## config.mk

```make
export PLATFORM = sky130hd
export DESIGN_NAME = dmem_lsu
export DESIGN_NICKNAME = d
export VERILOG_FILES = /design/src/rtl/dmem_lsu.sv
export SDC_FILE = /design/constraint.sdc
export NUM_CORES = 1
export LEC_CHECK = 0
export CAP_MARGIN = 40
export CORE_ASPECT_RATIO = 0.5
export CORE_MARGIN = 3
export CORE_UTILIZATION = 30
export DETAILED_ROUTE_END_ITERATION = 16
export PLACE_DENSITY_LB_ADDON = 0.15
export RECOVER_POWER = 25
export SETUP_SLACK_MARGIN = 0.4
export SYNTH_ARGS = -nofsm -noshare
export SYNTH_HDL_FRONTEND = slang
export SYNTH_SLANG_ARGS = --single-unit
export TNS_END_PERCENT = 100
```

## constraint.sdc

```tcl
create_clock -name clk -period 7.23 [get_ports clk]
set_clock_uncertainty 0.2 [all_clocks]
set_input_delay 1.446 -clock clk [delete_from_list [all_inputs] [get_ports clk]]
set_output_delay 1.446 -clock clk [all_outputs]
set_load 0.02 [all_outputs]
```

## src/rtl/dmem_lsu.sv

```systemverilog
// dmem_lsu: load/store initiator between the CPU memory stage and a
// byte-enabled, synchronous-read DMEM.
//
// One request is taken at a time over req_valid/req_ready. Misaligned or
// illegal requests are answered with resp_fault and never touch memory.
// Stores drive one ISSUE cycle with lane enables and replicated data.
// Loads issue the word address, capture mem_rdata one cycle later, and
// align and extend it into a held response.
//
// Ports:
//   clk, rst_n           clock, asynchronous active-low reset
//   req_valid/req_ready  request handshake (ready only in IDLE)
//   req_store, req_op    store flag and funct3 (B/H/W/BU/HU)
//   req_addr, req_wdata  byte address, right-justified store data
//   resp_valid/ready     response handshake
//   resp_rdata           extended load data (0 for stores and faults)
//   resp_fault           misaligned access or illegal op
//   mem_we, mem_addr     DMEM write enable and word address
//   mem_wdata_sel        DMEM byte-lane enables
//   mem_wdata, mem_rdata DMEM write data / read data (one-cycle latency)
module dmem_lsu #(
  parameter int ADDR_W = 17
) (
  input  logic        clk,
  input  logic        rst_n,
  input  logic        req_valid,
  output logic        req_ready,
  input  logic        req_store,
  input  logic [2:0]  req_op,
  input  logic [31:0] req_addr,
  input  logic [31:0] req_wdata,
  output logic        resp_valid,
  input  logic        resp_ready,
  output logic [31:0] resp_rdata,
  output logic        resp_fault,
  output logic        mem_we,
  output logic [31:0] mem_addr,
  output logic [3:0]  mem_wdata_sel,
  output logic [31:0] mem_wdata,
  input  logic [31:0] mem_rdata
);

  typedef enum logic [1:0] {
    ST_IDLE  = 2'd0,
    ST_ISSUE = 2'd1,
    ST_WAIT  = 2'd2,
    ST_RESP  = 2'd3
  } state_t;

  state_t      state_r;
  logic        store_r;
  logic [2:0]  op_r;
  logic [1:0]  off_r;
  logic        resp_valid_r;
  logic [31:0] resp_rdata_r;
  logic        resp_fault_r;
  logic        mem_we_r;
  logic [31:0] mem_addr_r;
  logic [3:0]  mem_sel_r;
  logic [31:0] mem_wdata_r;

  logic [3:0]  sel_s;
  logic [31:0] wdata_s;
  logic        fault_s;
  logic        unused_s;

  // Misalignment and illegal-op check for an incoming request.
  function automatic logic is_fault(input logic st, input logic [2:0] op,
                                    input logic [1:0] a);
    logic f;
    case (op)
      3'b000:         f = 1'b0;
      3'b001, 3'b101: f = a[0];
      3'b010:         f = (a != 2'b00);
      3'b100:         f = 1'b0;
      default:        f = 1'b1;
    endcase
    // BU/HU have no store counterpart
    return f | (st & op[2]);
  endfunction

  // Select the addressed byte/half of a read word and sign/zero extend it.
  function automatic logic [31:0] load_ext(input logic [2:0] op,
                                           input logic [1:0] a,
                                           input logic [31:0] d);
    logic [7:0]  b;
    logic [15:0] h;
    logic [31:0] r;
    b = 8'(d >> {a, 3'b000});
    h = 16'(d >> {a[1], 4'b0000});
    case (op)
      3'b000:  r = {{24{b[7]}}, b};
      3'b001:  r = {{16{h[15]}}, h};
      3'b010:  r = d;
      3'b100:  r = {24'h000000, b};
      3'b101:  r = {16'h0000, h};
      default: r = 32'h0000_0000;
    endcase
    return r;
  endfunction

  assign fault_s  = is_fault(req_store, req_op, req_addr[1:0]);
  assign unused_s = ^req_addr[31:ADDR_W+2];

  // Store lane enables and lane-replicated data for the incoming request.
  always_comb begin
    sel_s   = 4'b0000;
    wdata_s = 32'h0000_0000;
    case (req_op)
      3'b000: begin
        sel_s   = 4'b0001 << req_addr[1:0];
        wdata_s = {4{req_wdata[7:0]}};
      end
      3'b001: begin
        sel_s   = req_addr[1] ? 4'b1100 : 4'b0011;
        wdata_s = {2{req_wdata[15:0]}};
      end
      3'b010: begin
        sel_s   = 4'b1111;
        wdata_s = req_wdata;
      end
      default: begin
        sel_s   = 4'b0000;
        wdata_s = 32'h0000_0000;
      end
    endcase
  end

  // Control FSM with all registered outputs. The DMEM strobes are loaded
  // on the accept edge so they are visible for exactly the ISSUE cycle.
  // RESP spends its first cycle raising resp_valid, then waits for ready.
  always_ff @(posedge clk or negedge rst_n) begin
    if (!rst_n) begin
      state_r      <= ST_IDLE;
      store_r      <= 1'b0;
      op_r         <= 3'b000;
      off_r        <= 2'b00;
      resp_valid_r <= 1'b0;
      resp_rdata_r <= 32'h0000_0000;
      resp_fault_r <= 1'b0;
      mem_we_r     <= 1'b0;
      mem_addr_r   <= 32'h0000_0000;
      mem_sel_r    <= 4'b0000;
      mem_wdata_r  <= 32'h0000_0000;
    end else begin
      case (state_r)
        ST_IDLE: begin
          if (req_valid) begin
            store_r      <= req_store;
            op_r         <= req_op;
            off_r        <= req_addr[1:0];
            resp_rdata_r <= 32'h0000_0000;
            resp_fault_r <= fault_s;
            if (fault_s) begin
              state_r <= ST_RESP;
            end else begin
              state_r    <= ST_ISSUE;
              mem_addr_r <= {{(32-ADDR_W){1'b0}}, req_addr[ADDR_W+1:2]};
              if (req_store) begin
                mem_we_r    <= 1'b1;
                mem_sel_r   <= sel_s;
                mem_wdata_r <= wdata_s;
              end
            end
          end
        end
        ST_ISSUE: begin
          mem_we_r  <= 1'b0;
          mem_sel_r <= 4'b0000;
          state_r   <= store_r ? ST_RESP : ST_WAIT;
        end
        ST_WAIT: begin
          resp_rdata_r <= load_ext(op_r, off_r, mem_rdata);
          state_r      <= ST_RESP;
        end
        ST_RESP: begin
          if (!resp_valid_r) begin
            resp_valid_r <= 1'b1;
          end else if (resp_ready) begin
            resp_valid_r <= 1'b0;
            state_r      <= ST_IDLE;
          end
        end
        default: begin
          state_r      <= ST_IDLE;
          resp_valid_r <= 1'b0;
          mem_we_r     <= 1'b0;
          mem_sel_r    <= 4'b0000;
        end
      endcase
    end
  end

  assign req_ready     = (state_r == ST_IDLE);
  assign resp_valid    = resp_valid_r;
  assign resp_rdata    = resp_rdata_r;
  assign resp_fault    = resp_fault_r;
  assign mem_we        = mem_we_r;
  assign mem_addr      = mem_addr_r;
  assign mem_wdata_sel = mem_sel_r;
  assign mem_wdata     = mem_wdata_r;

endmodule

```

# ---- Yosys cells after proc, flatten, opt, wreduce, memory -nomap -nowiden
# Cells that the tools add are included.
dict set report op_classes {
  n_lt_le_gt_ge 0
  bitwise 3
  multipliers 0
  n_div 0
  add_sub_neg 0
  n_shift 3
  reduce_logical 14
  n_mux 23
  eq_ne 16
}
# operator n
set ops {}
lappend ops {{$pmux W32 S5} 1}
lappend ops {{$pmux W32 S3} 1}
lappend ops {{$pmux W32 S2} 1}
lappend ops {{$mux W32} 1}
lappend ops {{$shr A32 B5 Y16} 1}
lappend ops {{$shr A32 B5 Y8} 1}
lappend ops {{$mux W4} 4}
lappend ops {{$eq A3 B3 Y1 const B} 4}
lappend ops {{$pmux W4 S3} 1}
lappend ops {{$mux W2} 4}
lappend ops {{$ne A2 B2 Y1 const B} 4}
lappend ops {{$pmux W2 S4} 1}
lappend ops {{$pmux W4 S2} 1}
lappend ops {{$reduce_and A4 Y1} 2}
lappend ops {{$eq A3 B1 Y1 const B} 2}
lappend ops {{$eq A3 B2 Y1 const B} 2}
lappend ops {{$logic_not A3 Y1} 2}
lappend ops {{$mux W1} 6}
lappend ops {{$reduce_and A3 Y1} 2}
lappend ops {{$reduce_bool A2 Y1} 3}
lappend ops {{$eq A2 B2 Y1 const B} 2}
lappend ops {{$reduce_and A2 Y1} 2}
lappend ops {{$reduce_or A2 Y1} 2}
lappend ops {{$shl A1 B2 Y4 const A} 1}
lappend ops {{8 further kinds} 8}
dict set report totals {
  mem_count 0
  register_bits 96
  mem_bits_rw 0
  latchBits 0
  romBits 0
  output_inout_bits 104
}

# ---- Logic depth before layout (Yosys ltp)
dict set report logic_depth {
  depth_word 7
  ltp_mapped 10
  mapped_depth_nobuf 6
}

# ---- Worst setup path before layout
# OpenSTA, ideal clock, no wires.
dict set report synth_timing {
  path_kind {in2reg}
  from {input req_op[0]}
  to {register mem_addr_r[10], in the netlist mem_addr[10]}
  arrival_time_ns 2.823
  stages 7
  path_buffers 3
  slack_ns 4.080
  setup_ns 0.128
  required_ns 6.902
  path_cell_list {clkbuf_1 -> a21oi_1 -> a21oi_1 -> or2_1 -> buf_2 -> buf_4 -> mux2_1}
}
dict set report synth_via {
  elab_chain_len 6
  elab_cells_between_ends 11
}
# item line
set synth_lines {}
lappend synth_lines {{start: declaration} 29} ;# input logic [2:0] req_op,
lappend synth_lines {{$eq A3 B3 Y1 (tied with other cells)} 71} ;# case (op)
lappend synth_lines {{$reduce_or A2 Y1, on equally long branches} n/a}
lappend synth_lines {{$pmux W1 S3 *} 71}
lappend synth_lines {{$or A1 B1 Y1 *} 79} ;# return f | (st & op[2]);
lappend synth_lines {{$not A1 Y1 (no line) *} n/a}
lappend synth_lines {{$reduce_and A3 Y1 (no line) *} n/a}
lappend synth_lines {{end signal: assignment} 158} ;# mem_addr_r <= {{(32-ADDR_W){1'b0}}, req_addr[ADDR_W+1:2]};
lappend synth_lines {{end: declaration} 58} ;# logic [31:0] mem_addr_r;
# Mark *: on every way between the ends. The rest lies on a longest branch, timed or not.
# A chain may end at the register's enable or synchronous reset.

==> run summary <==
After floorplanning, the core was divided into 31 placement rows. The number of primary I/O pins is 208. The die is 183 um wide.

The max-capacitance violation count came out at 1. The initial antenna violation count came to 0. The placed wire-length estimate after detailed placement came out at 10,200 um.

The count of final hold-check violations came out at 0. The flip-flop and latch area is 2400 sq um. The worst path arrival time came out at 4.37 ns. The total congestion overflow is 0. The peak ir drop on the vdd network is 0.130 mV. The number of synthesized flops with an enable pin came out at 0. The number of antenna diodes in the final layout is 0. Setup violations remaining at the end of the flow were counted as 0. The endpoint type of the worst setup path is an async pin. The average footprint of a synthesized cell is 11.0 sq um. The checks that failed: capacitance limit, slew limit.

The number of input and output port buffers inserted is 179. The share of the synthesized area in the top cell type is 50.9%. In this design, the largest share of critical-path delay is due to buffers and inverters. The final critical-path required period came out at 4.14 ns.

Detailed routing inserted a total of 3,899 vias. The worst setup path is of the in2async kind. The later pin in the worst-skew pair is clocked with a latency of 0.34 ns.

The height of the die came out at 94.7 um. The number of clock buffers added by TritonCTS is 9. The first-iteration detailed-routing DRC count is 167. The sum of routed wire length over all layers is 14,000 um. For this run, the leading register cell type out of synthesis is dfrtp_1. The number of fillers in the final layout is 1,441.

The remaining antenna violation count after routing is 0. The launch instance of the worst register-to-register path is state_r[0]. The footprint of the multi-input gates is 2110 sq um. The layout cell share with drive strength beyond 1 is 6.87%. The global-route wire length before repair is 22,200 um.

In the synthesized netlist, the cells that appear most often are 96 x dfrtp_1, 48 x nand2_1, 27 x o21ai_0, 26 x mux2i_1, 24 x a221o_1. The CTS clock-pin slew for the worst setup and hold paths came out at 0.07 ns. The worst hold slack after final layout came out at 0.279 ns. For this design, the sink count on the clock tree is 96. The number of vias per cell after detailed routing came out at 4.90.

The buffering stage count on the worst path with inverters included is 2. The slew at the pin with the worst max-slew slack came out at 3.06 ns. The proportion of synthesized flip-flops having asynchronous set or reset came out at 100%. The number of distinct library cells after synthesis came out at 42. The number of warnings printed during yosys synthesis is 0. The first TritonRoute pass finished after 6 iterations. The critical path goes through clkbuf_1 -> buf_4. In the post-synthesis netlist, the biggest area contributors are dfrtp_1 51%, mux2i_1 5.5%, a221o_1 5.1%. The number of hold-repair buffers added at the cts stage came out at 0. For this run, design rule violations remaining after detail routing come to 0.

The post-route fraction of the period consumed by the critical path is 57.2%. The root buffer cell is clkbuf_16. The number of cells upsized or downsized after cts is 0. In this run, synthesis produced a sequential element count of 96. In this run the post-CTS setup repair buffer count came out at 0. The via count of the first global-routing pass came out at 4,018. The last weighted congestion value of the routability-driven placer is 0.748. The largest single stage delay on the critical path is 2.12 ns.

The growth of design area from synthesis to finish came out at 46.4%. The worst path required time came out at 7.47 ns. Headroom to the max-slew limit came out at -104%. The core region is 14,900 sq um. In this run the worst hold path is classified as reg2reg. The number of levels the H-tree was split into came out at 3. In this run the cell area of the synthesized design comes to 4720 sq um. The wire length per cell after detailed routing is 17.6 um. Setup repair after global routing left no endpoint under its margin.

The gate count after technology mapping is 430. The flow ran to the end, but the final reports show violations. For this configuration, the core starts out at a cell density of 31.6%. The sequential area share after synthesis is 50.9%. The master of the slowest instance on the critical path is clkbuf_1. The most critical setup path has its startpoint at rst_n. TritonCTS built the clock tree. The biggest area contributor in the post-synthesis netlist is dfrtp_1. The startpoint identified for the worst hold timing path is mem_wdata[28]. The largest driver fanout on the critical path came out at 55. The post-route setup TNS came out at 0 ns. The die covers 17,400 sq um. The worst setup path is launched from an input pin. The worst-case clock buffer depth is 2. dfrtp_1 is the most common cell in the netlist. The fmax is 0.242 GHz. The number of nets in the finished design is 700. The max-slew violation count came out at 56. The leakage power total is 2.94 nW.

The overall routing resource usage came out at 16.4%. The total power per unit cell area came out at 388 nW/um^2. The largest net degree at the start of global routing is 56.
[per-stage QoR]
stage / setup slack (ns) / total power, mW / std cells / area (sq um) / util (%)
after global routing: 2.41 / 2.87 / 795 / 6910 / 46.3
final: 3.09 / 2.68 / 795 / 6910 / 46.3
after detailed placement: 2.73 / 2.21 / 779 / 6610 / 44.3
after floorplan: 4.08 / 1.63 / 444 / 4770 / -
after global placement: 2.54 / 2.19 / 777 / 6590 / 44.1
after CTS: 3.11 / 2.72 / 795 / 6910 / 46.3
[report_power, final]
group	internal (mW)	switching, mW
clock	0.273	0.224
sequential	0.748	0.159
combinational	0.637	0.641
total	1.66	1.02
[per-layer routing]
layer  routed length, um  share of wire [%]  track usage (%)  vias to the layer above
li1                    -                  -                -                     1860
met1                6290                 45             20.9                     1907
met2                6540                 47             27.1                      124
met3                1050                7.5             6.16                        8
met4                  85               0.61             2.85                        0
met5                   0                  0                0                        -
[cells by family after synthesis]
kind of cell	after synthesis	synth area share, %
DFF	96	50.9
adders and majority gates	4	1.06
xor gates and xnor gates	1	0.186
other	1	0.0795
muxes	61	14.3
and+or+nand+nor	101	10.4
buffers and inverters	51	5.86
AOI/OAI and AO/OA	115	17.2
[state kept, by name (all words and copies together), names as in the netlist]
name / flops
mem_addr: 17
resp_rdata: 32
resp_valid: 1
off_r: 2
op_r: 3
state_r: 2
mem_we: 1
mem_wdata_sel: 4
store_r: 1
mem_wdata: 32
resp_fault: 1
[area by class of cell]
type | instances | share of cell area, %
Multi-Input combinational cell | 297 | 30.5
Clock buffer | 9 | 3.26
Clock inverter | 7 | 1.16
Tap cell | 198 | 3.59
Sequential cell | 96 | 34.8
Inverter | 3 | 0.163
Timing Repair Buffer | 185 | 26.6
[cells in the final DEF (no fill, tap or decap), types with 4 or more instances in the layout]
master	count
clkdlybuf4s50_1	176
dfrtp_1	96
nand2_1	48
o21ai_0	27
mux2i_1	25
a221o_1	24
mux2_1	20
a22oi_1	18
nor2_1	16
conb_1	15
a21oi_1	13
mux2_2	12
o21ai_1	9
o211ai_1	9
a22o_1	9
clkbuf_16	9
and2_1	8
nand2b_1	6
ha_1	4
buf_4	4
[worst min-delay path, stage by stage, from the launching register on]
cell and delay, ns:
dfrtp_1 0.34, nand2_1 0.04, o21ai_0 0.06
[path summary, 6_finish.rpt]
path,cells past startpoint,slack (ns),end
worst max register to register,6,4.39,resp_rdata[23]
worst min-delay path,2,0.28,mem_wdata[28]
worst max-delay path,2,3.09,resp_rdata[0]
min in group asynchronous,1,1.89,mem_wdata[3]
worst min register to register,2,0.28,mem_wdata[28]
max in group clk,5,3.13,mem_wdata[1]
Note: power is estimated with default switching activity, not from simulation.
